<file path="config.mk">
export PLATFORM = sky130hd
export DESIGN_NAME = btn_debounce
export DESIGN_NICKNAME = d
export VERILOG_FILES = /design/src/rtl/btn_pkg.sv /design/src/rtl/btn_debounce_ch.sv /design/src/rtl/btn_debounce.sv
export SDC_FILE = /design/constraint.sdc
export NUM_CORES = 1
export LEC_CHECK = 0
export ABC_AREA = 1
export CAP_MARGIN = 20
export CORE_MARGIN = 2
export CORE_UTILIZATION = 35
export DETAILED_ROUTE_END_ITERATION = 8
export HOLD_SLACK_MARGIN = 0.1
export RECOVER_POWER = 50
export SLEW_MARGIN = 5
export SYNTH_ARGS = -nofsm -noshare
export SYNTH_HDL_FRONTEND = slang
export SYNTH_SLANG_ARGS = --single-unit
export TNS_END_PERCENT = 30
</file>
<file path="constraint.sdc">
create_clock -name clk -period 1.8 [get_ports clk]
set_input_delay 0.18 -clock clk [delete_from_list [all_inputs] [get_ports clk]]
set_output_delay 0.18 -clock clk [all_outputs]
set_load 0.02 [all_outputs]
</file>
<file path="src/rtl/btn_pkg.sv">
// Shared types and defaults for the push-button conditioning stage.
package btn_pkg;

  typedef enum logic [1:0] {
    RELEASED     = 2'd0,
    PRESS_PEND   = 2'd1,
    PRESSED      = 2'd2,
    RELEASE_PEND = 2'd3
  } ch_state_e;

  localparam int N_BTN_DEF       = 4;
  localparam int DEBOUNCE_MS_DEF = 10;
  localparam int CNT_W_DEF       = 16;

  // A zero-length window would accept every glitch; treat it as one millisecond.
  function automatic int eff_window(input int ms);
    return (ms < 1) ? 1 : ms;
  endfunction

endpackage

</file>
<file path="src/rtl/btn_debounce_ch.sv">
// One button channel: 2-flop synchroniser, debounce FSM and millisecond counter.
// BTN_ACTIVE_LOW_EN selects pull-up pins (0 = pressed); the synchroniser then resets to the idle pin level.
//
// state        | meaning
// RELEASED     | stable released, level 0
// PRESS_PEND   | input went high, waiting for a full window of stable 1
// PRESSED      | stable pressed, level 1
// RELEASE_PEND | input went low, waiting for a full window of stable 0 (level still 1)
module btn_debounce_ch
  import btn_pkg::*;
#(
  parameter int DEBOUNCE_MS = DEBOUNCE_MS_DEF
) (
  input  logic clk,
  input  logic rst,
  input  logic raw_i,
  input  logic ms_tick_i,
  output logic level_o,
  output logic press_o,
  output logic press_d_o
);

  localparam int              WIN     = eff_window(DEBOUNCE_MS);
  localparam int              MS_W    = $clog2(WIN + 1);
  localparam logic [MS_W-1:0] WIN_M1  = MS_W'(WIN - 1);
  localparam logic [MS_W-1:0] CNT_MAX = '1;

`ifdef BTN_ACTIVE_LOW_EN
  localparam logic PIN_IDLE = 1'b1;
`else
  localparam logic PIN_IDLE = 1'b0;
`endif

  logic [1:0]      sync_q;
  logic            pressed;
  ch_state_e       state_q, state_d;
  logic [MS_W-1:0] ms_cnt_q, ms_cnt_d;
  logic            level_q, level_d;
  logic            press_q, press_d;

  // The synchroniser carries the pin level; XOR with the idle level yields 1 = pressed.
  always_ff @(posedge clk or posedge rst) begin
    if (rst) sync_q <= {2{PIN_IDLE}};
    else     sync_q <= {sync_q[0], raw_i};
  end

  assign pressed = sync_q[1] ^ PIN_IDLE;

  always_comb begin
    state_d  = state_q;
    ms_cnt_d = ms_cnt_q;
    unique case (state_q)
      RELEASED: begin
        if (pressed) begin
          state_d  = PRESS_PEND;
          ms_cnt_d = '0;
        end
      end
      PRESS_PEND: begin
        if (!pressed) begin
          state_d  = RELEASED;
          ms_cnt_d = '0;
        end else if (ms_tick_i) begin
          if (ms_cnt_q >= WIN_M1) begin
            state_d  = PRESSED;
            ms_cnt_d = '0;
          end else if (ms_cnt_q != CNT_MAX) begin
            ms_cnt_d = ms_cnt_q + 1'b1;
          end
        end
      end
      PRESSED: begin
        if (!pressed) begin
          state_d  = RELEASE_PEND;
          ms_cnt_d = '0;
        end
      end
      RELEASE_PEND: begin
        if (pressed) begin
          state_d  = PRESSED;
          ms_cnt_d = '0;
        end else if (ms_tick_i) begin
          if (ms_cnt_q >= WIN_M1) begin
            state_d  = RELEASED;
            ms_cnt_d = '0;
          end else if (ms_cnt_q != CNT_MAX) begin
            ms_cnt_d = ms_cnt_q + 1'b1;
          end
        end
      end
      default: begin
        state_d  = RELEASED;
        ms_cnt_d = '0;
      end
    endcase
  end

  // Level is registered from the next state so it changes on the same edge as the FSM.
  assign level_d = (state_d == PRESSED) || (state_d == RELEASE_PEND);
  assign press_d = level_d & ~level_q;

  always_ff @(posedge clk or posedge rst) begin
    if (rst) begin
      state_q  <= RELEASED;
      ms_cnt_q <= '0;
      level_q  <= 1'b0;
      press_q  <= 1'b0;
    end else begin
      state_q  <= state_d;
      ms_cnt_q <= ms_cnt_d;
      level_q  <= level_d;
      press_q  <= press_d;
    end
  end

  assign level_o   = level_q;
  assign press_o   = press_q;
  assign press_d_o = press_d;

endmodule

</file>
<file path="src/rtl/btn_debounce.sv">
// Push-button conditioning ahead of the game core: shared ms prescaler plus N_BTN debounce channels.
// Optional BTN_ACTIVE_LOW_EN (handled per channel) supports pull-up pins.
module btn_debounce
  import btn_pkg::*;
#(
  parameter int N_BTN       = N_BTN_DEF,
  parameter int DEBOUNCE_MS = DEBOUNCE_MS_DEF,
  parameter int CNT_W       = CNT_W_DEF
) (
  input  logic             clk,
  input  logic             rst,
  input  logic [CNT_W-1:0] ticks_per_milli,
  input  logic [N_BTN-1:0] btn_raw,
  output logic [N_BTN-1:0] btn_level,
  output logic [N_BTN-1:0] btn_press,
  output logic             any_press
);

  logic [CNT_W-1:0] presc_q, presc_d;
  logic             ms_tick;
  logic [N_BTN-1:0] press_d;
  logic             any_q;

  // >= rather than == so lowering ticks_per_milli below the count wraps at once.
  always_comb begin
    ms_tick = (ticks_per_milli <= CNT_W'(1)) || (presc_q >= (ticks_per_milli - CNT_W'(1)));
    presc_d = ms_tick ? '0 : presc_q + 1'b1;
  end

  always_ff @(posedge clk or posedge rst) begin
    if (rst) begin
      presc_q <= '0;
      any_q   <= 1'b0;
    end else begin
      presc_q <= presc_d;
      any_q   <= |press_d;
    end
  end

  for (genvar g = 0; g < N_BTN; g++) begin : g_ch
    btn_debounce_ch #(
      .DEBOUNCE_MS(DEBOUNCE_MS)
    ) u_ch (
      .clk       (clk),
      .rst       (rst),
      .raw_i     (btn_raw[g]),
      .ms_tick_i (ms_tick),
      .level_o   (btn_level[g]),
      .press_o   (btn_press[g]),
      .press_d_o (press_d[g])
    );
  end

  assign any_press = any_q;

endmodule

</file>
# Word level (Yosys, flattened, before mapping)
# Cells that the tools add are included.
word_totals:
  regBits: 57
  in_bits: 22
  out_inout_bits: 9
  elab_cells: 157
op_classes:
  addsub: 6
  muxes: 69
  bitwise_logic: 8
  eq_ne: 32
  order_cmp: 6
  reduce_logical: 14
op_table:
  columns: ["cell", "count"]
  rows:
  - ["$mux 4", 28]
  - ["$mux 2", 32]
  - ["$pmux 4 s4", 4]
  - ["$eq 2x2->1 const B", 16]
  - ["$pmux 2 s4", 4]
  - ["$add 16x1->16 const B", 1]
  - ["$add 4x1->4 const B", 4]
  - ["$ge 16x16->1", 1]
  - ["$ge 4x4->1 const B", 4]
  - ["$le 16x1->1 const B", 1]
  - ["$mux 16", 1]
  - ["$ne 4x4->1 const B", 4]
  - ["$sub 16x1->16 const B", 1]
  - ["$eq 2x1->1 const B", 4]
  - ["$logic_not 2->1", 4]
  - ["$ne 2x1->1 const B", 4]
  - ["$ne 2x2->1 const B", 4]
  - ["$reduce_and 2->1", 4]
  - ["$logic_or 1x1->1", 5]
  - ["$and 1x1->1", 4]
  - ["$not 1->1", 4]
  - ["$reduce_or 4->1", 1]

# Logic depth before layout (Yosys ltp)
# Gate-level depths: netlist (run 1).
logic_depth:
  depth_word: 10
  depth_mapped: 24

# Cells and area by module
# From an unflattened synthesis (run 1), not the netlist that was laid out.
unflattened:
  cells_unflattened: 500
  area_unflattened_um2: 3767.4
modules_own_cells:
  columns: ["module", "seq_area_each_um2", "instances", "area_per_inst_um2", "cells_per_inst"]
  rows:
  - ["btn_debounce", 425.4, 1, 1679.1, 238]
  - ["btn_debounce_ch at g_ch[0].u_ch ...", 225.2, 3, 521.8, 65]
  - ["btn_debounce_ch at g_ch[3].u_ch", 225.2, 1, 523.0, 67]

# Worst setup path before layout (run 1)
# Ideal clock, no wire load.
synth_path:
  path_type: "input to register"
  from: "input ticks_per_milli[0]"
  to: "register g_ch[1].u_ch.ms_cnt_q[2]"
  cell_stages: 21
  path_buffers: 2
  arrival_time_ns: 2.588
  setup_ns: 0.127
  path_slack_ns: -0.915
  path_cell_list: "inv_1 ha_1 nand2_1 nor3_1 nand2_1 nor2_1 nand3b_1 nor3_1 o22ai_1 inv_1 ha_1 nand2_1 a21oi_1 nor2_1 nand2_1 nor2_2 nand2_4 buf_8 buf_6 a21oi_1 o22ai_1"
synth_between:
  elab_chain_len: 6
  elab_cells_between_ends: 8
  classes_between: "add/sub: 1; order compare: 2; mux: 4; reduce/logical: 1"
synth_rtl:
  columns: ["element", "line_no", "source"]
  rows:
  - ["start: declaration", "btn_debounce.sv:12", "input logic [CNT_W-1:0] ticks_per_milli,"]
  - ["$sub 16x1->16", "btn_debounce.sv:26", "ms_tick = (ticks_per_milli <= CNT_W'(1)) || (presc_q >= (ticks_per_milli - CNT_W'(1)));"]
  - ["$ge 16x16->1", "btn_debounce.sv:26", null]
  - ["$logic_or 1x1->1 (*)", "btn_debounce.sv:26", null]
  - ["$mux 4 (*)", null, null]
  - ["$mux 4, on equally long branches", null, null]
  - ["$pmux 4 s4 (*)", null, null]
  - ["end signal: assignment", "btn_debounce_ch.sv:110", "ms_cnt_q <= ms_cnt_d;"]
  - ["end: declaration", "btn_debounce_ch.sv:37", "logic [MS_W-1:0] ms_cnt_q, ms_cnt_d;"]
# Every way passes the cells marked *; elsewhere a longest branch is shown, timed or not.
# A chain may end at the register's enable or synchronous reset.

# Final worst setup path (run 1)
layout_path:
  from: "input ticks_per_milli[1]"
  to: "register g_ch[3].u_ch.ms_cnt_q[1]"
layout_between:
  elab_chain_len: 6
  elab_cells_between_ends: 8
  classes_between: "add/sub: 1; order compare: 2; mux: 4; reduce/logical: 1"
layout_rtl:
  columns: ["element", "line_no"]
  rows:
  - ["$sub 16x1->16", "btn_debounce.sv:26"]
  - ["$ge 16x16->1", "btn_debounce.sv:26"]
  - ["$logic_or 1x1->1 (*)", "btn_debounce.sv:26"]
  - ["$mux 4 (*)", null]
  - ["$mux 4, on equally long branches", null]
  - ["$pmux 4 s4 (*)", null]
  - ["end signal: assignment", "btn_debounce_ch.sv:110"]
  - ["end: declaration", "btn_debounce_ch.sv:37"]
# Marks and branches as above.

==> flow_summary.json, run 1 <==
{
  "crit_chain": "buf_12 > buf_12 > inv_12 > ha_4 > nand2_4 > nor3_4 > nand2_2 > nor2_2 > nand3b_1 > nor3_2 > o22ai_1 > inv_1 > ha_4 > nand2_4 > a21oi_1 > nor2_1 > nand2_2 > nor2_4 > buf_12 > nand2_8 > buf_6 > o21bai_4 > inv_1 > o22ai_1",
  "routedWlPerCell_um": 11.4,
  "place_inst": 675,
  "regArea_mm2": 0.00143,
  "instances_no_fill": 709,
  "cts_buffer_depth": 2,
  "crit_start": "ticks_per_milli[1]",
  "hpwl_mm": 5.30,
  "syn_inst": 461,
  "area_growth_pct": 43.9,
  "insertion_delay_ns": 0.33,
  "crit_path_start_kind": "input pin",
  "ys_top_cells_by_area": "dfrtp_1, ha_1, nand2_1, inv_1, nor2_1",
  "ir_drop_v": 0.000620,
  "yosys_warnings": 0,
  "slowest_stage": "nor3_4",
  "grt_usage": 0.153,
  "root_buffer": "clkbuf_8",
  "rrSetupSlack_ns": -0.26,
  "gp_congestion": 0.810,
  "fin_hold_ws_ns": 0.340,
  "synthAdderAreaFrac": 0.106,
  "power_density_mw_per_mm2": 742,
  "rsz0062_at_grt": "yes",
  "synth_xor_area_frac": 0.0503,
  "yosys-top-cells-count": "nand2_1, inv_1, dfrtp_1, nor2_1, ha_1",
  "yosys.area_share.simple": 0.232,
  "hold_path.class": "in2async",
  "fin_crit_sh": 1.48,
  "ys_seq_area_frac": 0.390,
  "diodes": 0,
  "overflow": 0,
  "p_total_mw": 3.90,
  "setup_viol_count_final": 49,
  "dpl_worst_slack_ns": -1.78,
  "endpoint": "g_ch[3].u_ch.ms_cnt_q[1]",
  "yosys.area.top_type": "dfrtp_1",
  "cpMostUsedCell": "buf_12",
  "cap_violations": 0,
  "synth-seq-cells": 57,
  "synthArstFlopShare": 1.00,
  "relSlewSlack": 0.504,
  "cts.sinks": 57,
  "initial_utilization": 0.357,
  "violations": "negative setup slack",
  "finalInstanceArea_mm2": 0.00526,
  "drt_pass1_iterations": 4,
  "syn_nets": 514,
  "synth.avg_cell_area_um2": 7.93,
  "status": "finished with violations",
  "multi_input_area_mm2": 0.00213,
  "synthMuxAreaShare": 0,
  "htreeDepth": 3,
  "via_count": 3201,
  "numCtsBuffers": 9,
  "fmax_mhz": 376,
  "io_buffers": 30,
  "die_width_um": 106,
  "synth_edf_count": 0,
  "r2r-start": "presc_q[9]",
  "leakagePower_nw": 2.62,
  "grt_max_degree": 31,
  "reg2reg_to": "g_ch[3].u_ch.ms_cnt_q[1]",
  "cp-end-kind": "register",
  "final_nets": 621,
  "fin_skew_ns": 0.00835,
  "ys.flop_type": "dfrtp_1",
  "coreArea_mm2": 0.0102,
  "slew_violations": 0,
  "syn_area_mm2": 0.00365,
  "synth_most_common_cell": "nand2_1",
  "clk_pin_slew_worst_paths_ns": 0.06,
  "grt_pass1_wl_mm": 13.9,
  "nFillCells": 967,
  "remaining_drc_errors": 0,
  "synth_compound_area_frac": 0.0993,
  "viasPerCell": 4.51,
  "worstPathRequired_ns": 2.05,
  "dieArea_mm2": 0.0113,
  "routed_wl_mm": 8.09,
  "hold_viol_final": 0,
  "synth_top_family_by_area": "simple AND/OR/NAND/NOR gates",
  "place_area_mm2": 0.00454,
  "cts_tree": "built",
  "io_pins": 31,
  "crit_type": "in2reg",
  "grt_pass1_vias": 3212,
  "slowest_delay_ns": 0.20,
  "cp_max_fo": 7,
  "worst_slew_pin_slew_ns": 0.745,
  "postRouteAntennaNets": 0,
  "die_h_um": 106,
  "ff2ff_path_depth": 14,
  "period_needed_ns": 2.66,
  "arrival_ns": 2.91,
  "drtIter0Drc": 103,
  "final.setup.worst_slack_ns": -0.856,
  "synth_cell_types": 36,
  "num_rows": 37,
  "yosys.area.top_type_share": 0.390,
  "antenna_found_initial": 0,
  "drive_gt1_frac": 0.304
}
## metrics by stage
step	util	setup TNS, ns
3_5_place_dp	0.444	-80.44
3_3_place_gp	0.444	-76.00
6_report	0.514	-35.55
2_1_floorplan	-	-33.80
4_1_cts	0.494	-38.36
5_1_grt	0.514	-44.11
## worst min-delay path by stage
stage	startpoint	endpoint	slack, ns	cells past startpoint
after floorplan	btn_raw[0]	g_ch[0].u_ch.sync_q[0]	0.21	0
after detailed placement	g_ch[3].u_ch.sync_q[0]	g_ch[3].u_ch.sync_q[1]	0.33	0
after global routing	g_ch[1].u_ch.sync_q[0]	g_ch[1].u_ch.sync_q[1]	0.36	0
final	rst	g_ch[0].u_ch.ms_cnt_q[0]	0.34	2
after CTS	rst	g_ch[0].u_ch.ms_cnt_q[0]	0.13	2
after global placement	g_ch[0].u_ch.sync_q[0]	g_ch[0].u_ch.sync_q[1]	0.33	0
## state kept, by name (all words and copies together), names as in the netlist
register,flops
g_ch.u_ch.ms_cnt_q,16
presc_q,16
g_ch.u_ch.state_q,8
g_ch.u_ch.sync_q,8
g_ch.u_ch.level_o,4
g_ch.u_ch.press_o,4
any_press,1
## metal layers
| metal | GRT usage | wire length (um) |
|---|---|---|
| met5 | 0 | 0 |
| met4 | 0.0498 | 112 |
| met3 | 0.0374 | 299 |
| met2 | 0.257 | 3960 |
| met1 | 0.193 | 3720 |
## worst max-delay path: cells and delay by family
kind | cells | cell delay, ns
simple gates | 11 | 1.25
buf+inv | 7 | 0.70
compound gates | 4 | 0.42
fa+ha+maj | 2 | 0.33
## cell families (layout without fill, tap and decap cells)
kind of cell    Yosys count  in the layout
simple gates            186            188
buf+inv                 104            214
compound gates           62             62
flops                    57             57
fa+ha+maj                31             31
xor+xnor                 21             21
## power by group
group	total (mW)	leakage, nW	internal (mW)	switching, mW
sequential	1.50	0.713	1.41	0.0978
clock	1.23	0.107	0.752	0.477
combinational	1.17	1.80	0.565	0.605
## layout make-up
class | count | area share
multi-input combinational | 302 | 0.404
sequential | 57 | 0.271
timing repair buffer | 104 | 0.179
inverter | 93 | 0.0716
clock buffer | 14 | 0.0328
tap | 136 | 0.0324
clock inverter | 2 | 0.00666
timing repair inverter | 1 | 0.00214
## repair_timing
action                                  4_1_cts  5_1_grt
resized for setup                            77       43
pin swaps                                    29       26
cloned                                        3        0
buffers inserted                             10        6
endpoints found under the setup margin       49       49
hold buffers                                  0        0
## layout by cell type (no fill, tap or decap), types with 10 or more instances in the layout
cell	synthesis	layout
ha_1	31	27
a21oi_1	21	18
clkdlybuf4s50_1	0	16
inv_1	92	86
buf_4	8	58
nand2_1	95	80
nand2_2	2	13
buf_6	2	12
nor2_2	6	12
xor2_1	13	13
dfrtp_1	57	57
o21ai_1	10	13
clkbuf_8	0	12
nor2_1	38	29
nand4_1	10	10
(Power assumes the default switching activity.)
==> run 2: changes to the inputs <==
SKIP_LAST_GASP = 1   (was default)
==> flow_summary.json, run 2 (synthesis results as in run 1) <==
{
  "status": "finished with violations",
  "violations": "negative setup slack",
  "ff2ff_path_depth": 14,
  "grt_usage": 0.152,
  "routed_wl_mm": 7.97,
  "power_density_mw_per_mm2": 739,
  "internal_power_mw": 2.68,
  "period_needed_ns": 2.66,
  "top_regs": "g_ch.u_ch.ms_cnt_q x16, presc_q x16",
  "grt_pass1_wl_mm": 13.8,
  "clk_pin_slew_worst_paths_ns": 0.07,
  "postCtsHoldBufs": 0,
  "fin_skew_ns": 0.00917,
  "die_h_um": 106,
  "grt_pass1_vias": 3193,
  "fin_tns_setup_ns": -36.48,
  "drive_gt1_frac": 0.286,
  "p_clk_frac": 0.322,
  "postRouteAntennaNets": 0,
  "leakagePower_nw": 2.63,
  "coreArea_mm2": 0.0102,
  "layout.cells.most_common": "inv_1",
  "rsz0062_at_grt": "yes",
  "remaining_drc_errors": 0,
  "viasPerCell": 4.49,
  "numCtsBuffers": 9,
  "root_buffer": "clkbuf_8",
  "hold_path.class": "in2async",
  "layout_common_cells": "inv_1, nand2_1, buf_4",
  "relSlewSlack": 0.505,
  "area_growth_pct": 41.6,
  "worstPathRequired_ns": 2.05,
  "initial_utilization": 0.357,
  "overflow": 0,
  "cap_violations": 0,
  "num_rows": 37,
  "final_nets": 621,
  "seqPwrFrac": 0.393,
  "top_usage_layer": "met2",
  "crit_type": "in2reg",
  "drt_pass1_iterations": 5,
  "p_comb_frac": 0.286,
  "routedWlPerCell_um": 11.2,
  "p_sw_mw": 1.15,
  "diodes": 0,
  "cts.sinks": 57,
  "setup_viol_count_final": 49,
  "slew_violations": 0,
  "final.setup.worst_slack_ns": -0.864,
  "hpwl_mm": 5.30,
  "die_width_um": 106,
  "fin_hold_ws_ns": 0.340,
  "htreeDepth": 3,
  "ir_drop_v": 0.000616,
  "antenna_found_initial": 0,
  "dpl_worst_slack_ns": -1.78,
  "crit_start": "ticks_per_milli[1]",
  "cp-end-kind": "register",
  "io_buffers": 30,
  "hold_viol_final": 0,
  "cts_tree": "built",
  "p_sw_frac": 0.299,
  "fin_crit_sh": 1.48,
  "drtIter0Drc": 122,
  "fmax_mhz": 375,
  "nFillCells": 967,
  "endpoint": "g_ch[3].u_ch.ms_cnt_q[1]",
  "io_pins": 31,
  "place_area_mm2": 0.00454,
  "insertion_delay_ns": 0.33,
  "finalInstanceArea_mm2": 0.00518,
  "rrSetupSlack_ns": -0.29,
  "arrival_ns": 2.92,
  "met1_usage": 0.192,
  "finish.utilization": 0.506,
  "r2r-start": "presc_q[9]",
  "via_count": 3182,
  "cp_max_fo": 7,
  "grtUsageMet3": 0.0374,
  "met2_usage": 0.255,
  "dieArea_mm2": 0.0113,
  "reg2reg_to": "g_ch[3].u_ch.ms_cnt_q[1]",
  "cts_buffer_depth": 2,
  "worst_slew_pin_slew_ns": 0.743,
  "grt_max_degree": 31,
  "gp_congestion": 0.810,
  "crit_path_start_kind": "input pin"
}
## run 2: worst min path at each step
stage / from / to
after floorplan: btn_raw[0] / g_ch[0].u_ch.sync_q[0]
after global placement: g_ch[0].u_ch.sync_q[0] / g_ch[0].u_ch.sync_q[1]
after detailed placement: g_ch[3].u_ch.sync_q[0] / g_ch[3].u_ch.sync_q[1]
after CTS: rst / g_ch[0].u_ch.ms_cnt_q[0]
after global routing: g_ch[1].u_ch.sync_q[0] / g_ch[1].u_ch.sync_q[1]
final: rst / g_ch[0].u_ch.ms_cnt_q[0]
## run 2: cell type report
type	instances	area (um^2)	area share
multi-input combinational	303	2090	0.403
sequential	57	1430	0.276
timing repair buffer	103	900	0.174
inverter	93	379	0.0732
clock buffer	14	173	0.0334
tap	136	170	0.0329
clock inverter	2	35.0	0.00677
timing repair inverter	1	6.26	0.00121
## run 2: layer usage
metal,vias up,share of wire
li1,1662,-
met4,0,0.015
met3,12,0.038
met2,45,0.48
met1,1463,0.46
met5,-,0
## run 2: stage by stage
stage,cells,power [mW]
final,709,3.83
after global routing,709,4.11
after CTS,704,3.85
after detailed placement,675,2.49
after global placement,675,2.46
after floorplan,461,2.10
## run 2: power by group through the flow
| stage | sequential (mW) | combinational [mW] | clock (mW) |
|---|---|---|---|
| floorplan | 1.53 | 0.576 | 0 |
| global placement | 1.52 | 0.941 | 0 |
| detailed placement | 1.52 | 0.971 | 0 |
| CTS | 1.50 | 1.06 | 1.29 |
| global route | 1.52 | 1.25 | 1.34 |
| finish | 1.50 | 1.09 | 1.23 |
## run 2: worst max-delay path: stages
cell      delay, ns
buf_12         0.11
buf_12         0.12
inv_12         0.04
ha_4           0.13
nand2_4        0.05
nor3_4         0.21
nand2_2        0.09
nor2_2         0.11
buf_4          0.12
xor2_1         0.16
inv_1          0.06
ha_1           0.26
nand2_1        0.06
inv_1          0.05
nand2_1        0.07
nand2_1        0.06
nand2_1        0.08
nand2_2        0.07
nor2_4         0.16
buf_12         0.16
nand2_8        0.09
buf_6          0.14
o21bai_4       0.14
inv_1          0.05
o22ai_1        0.15
## run 2: timing repair
action,in CTS,in global routing
resized for setup,66,28
buffers inserted,10,4
pin swaps,26,21
cloned,3,1
setup endpoints to repair,49,49
==> run 3: changes to the inputs <==
SLEW_MARGIN = 20   (was 5)
==> results of run 3 <==
Final layout, timing and power as in run 2 (identical DEF).
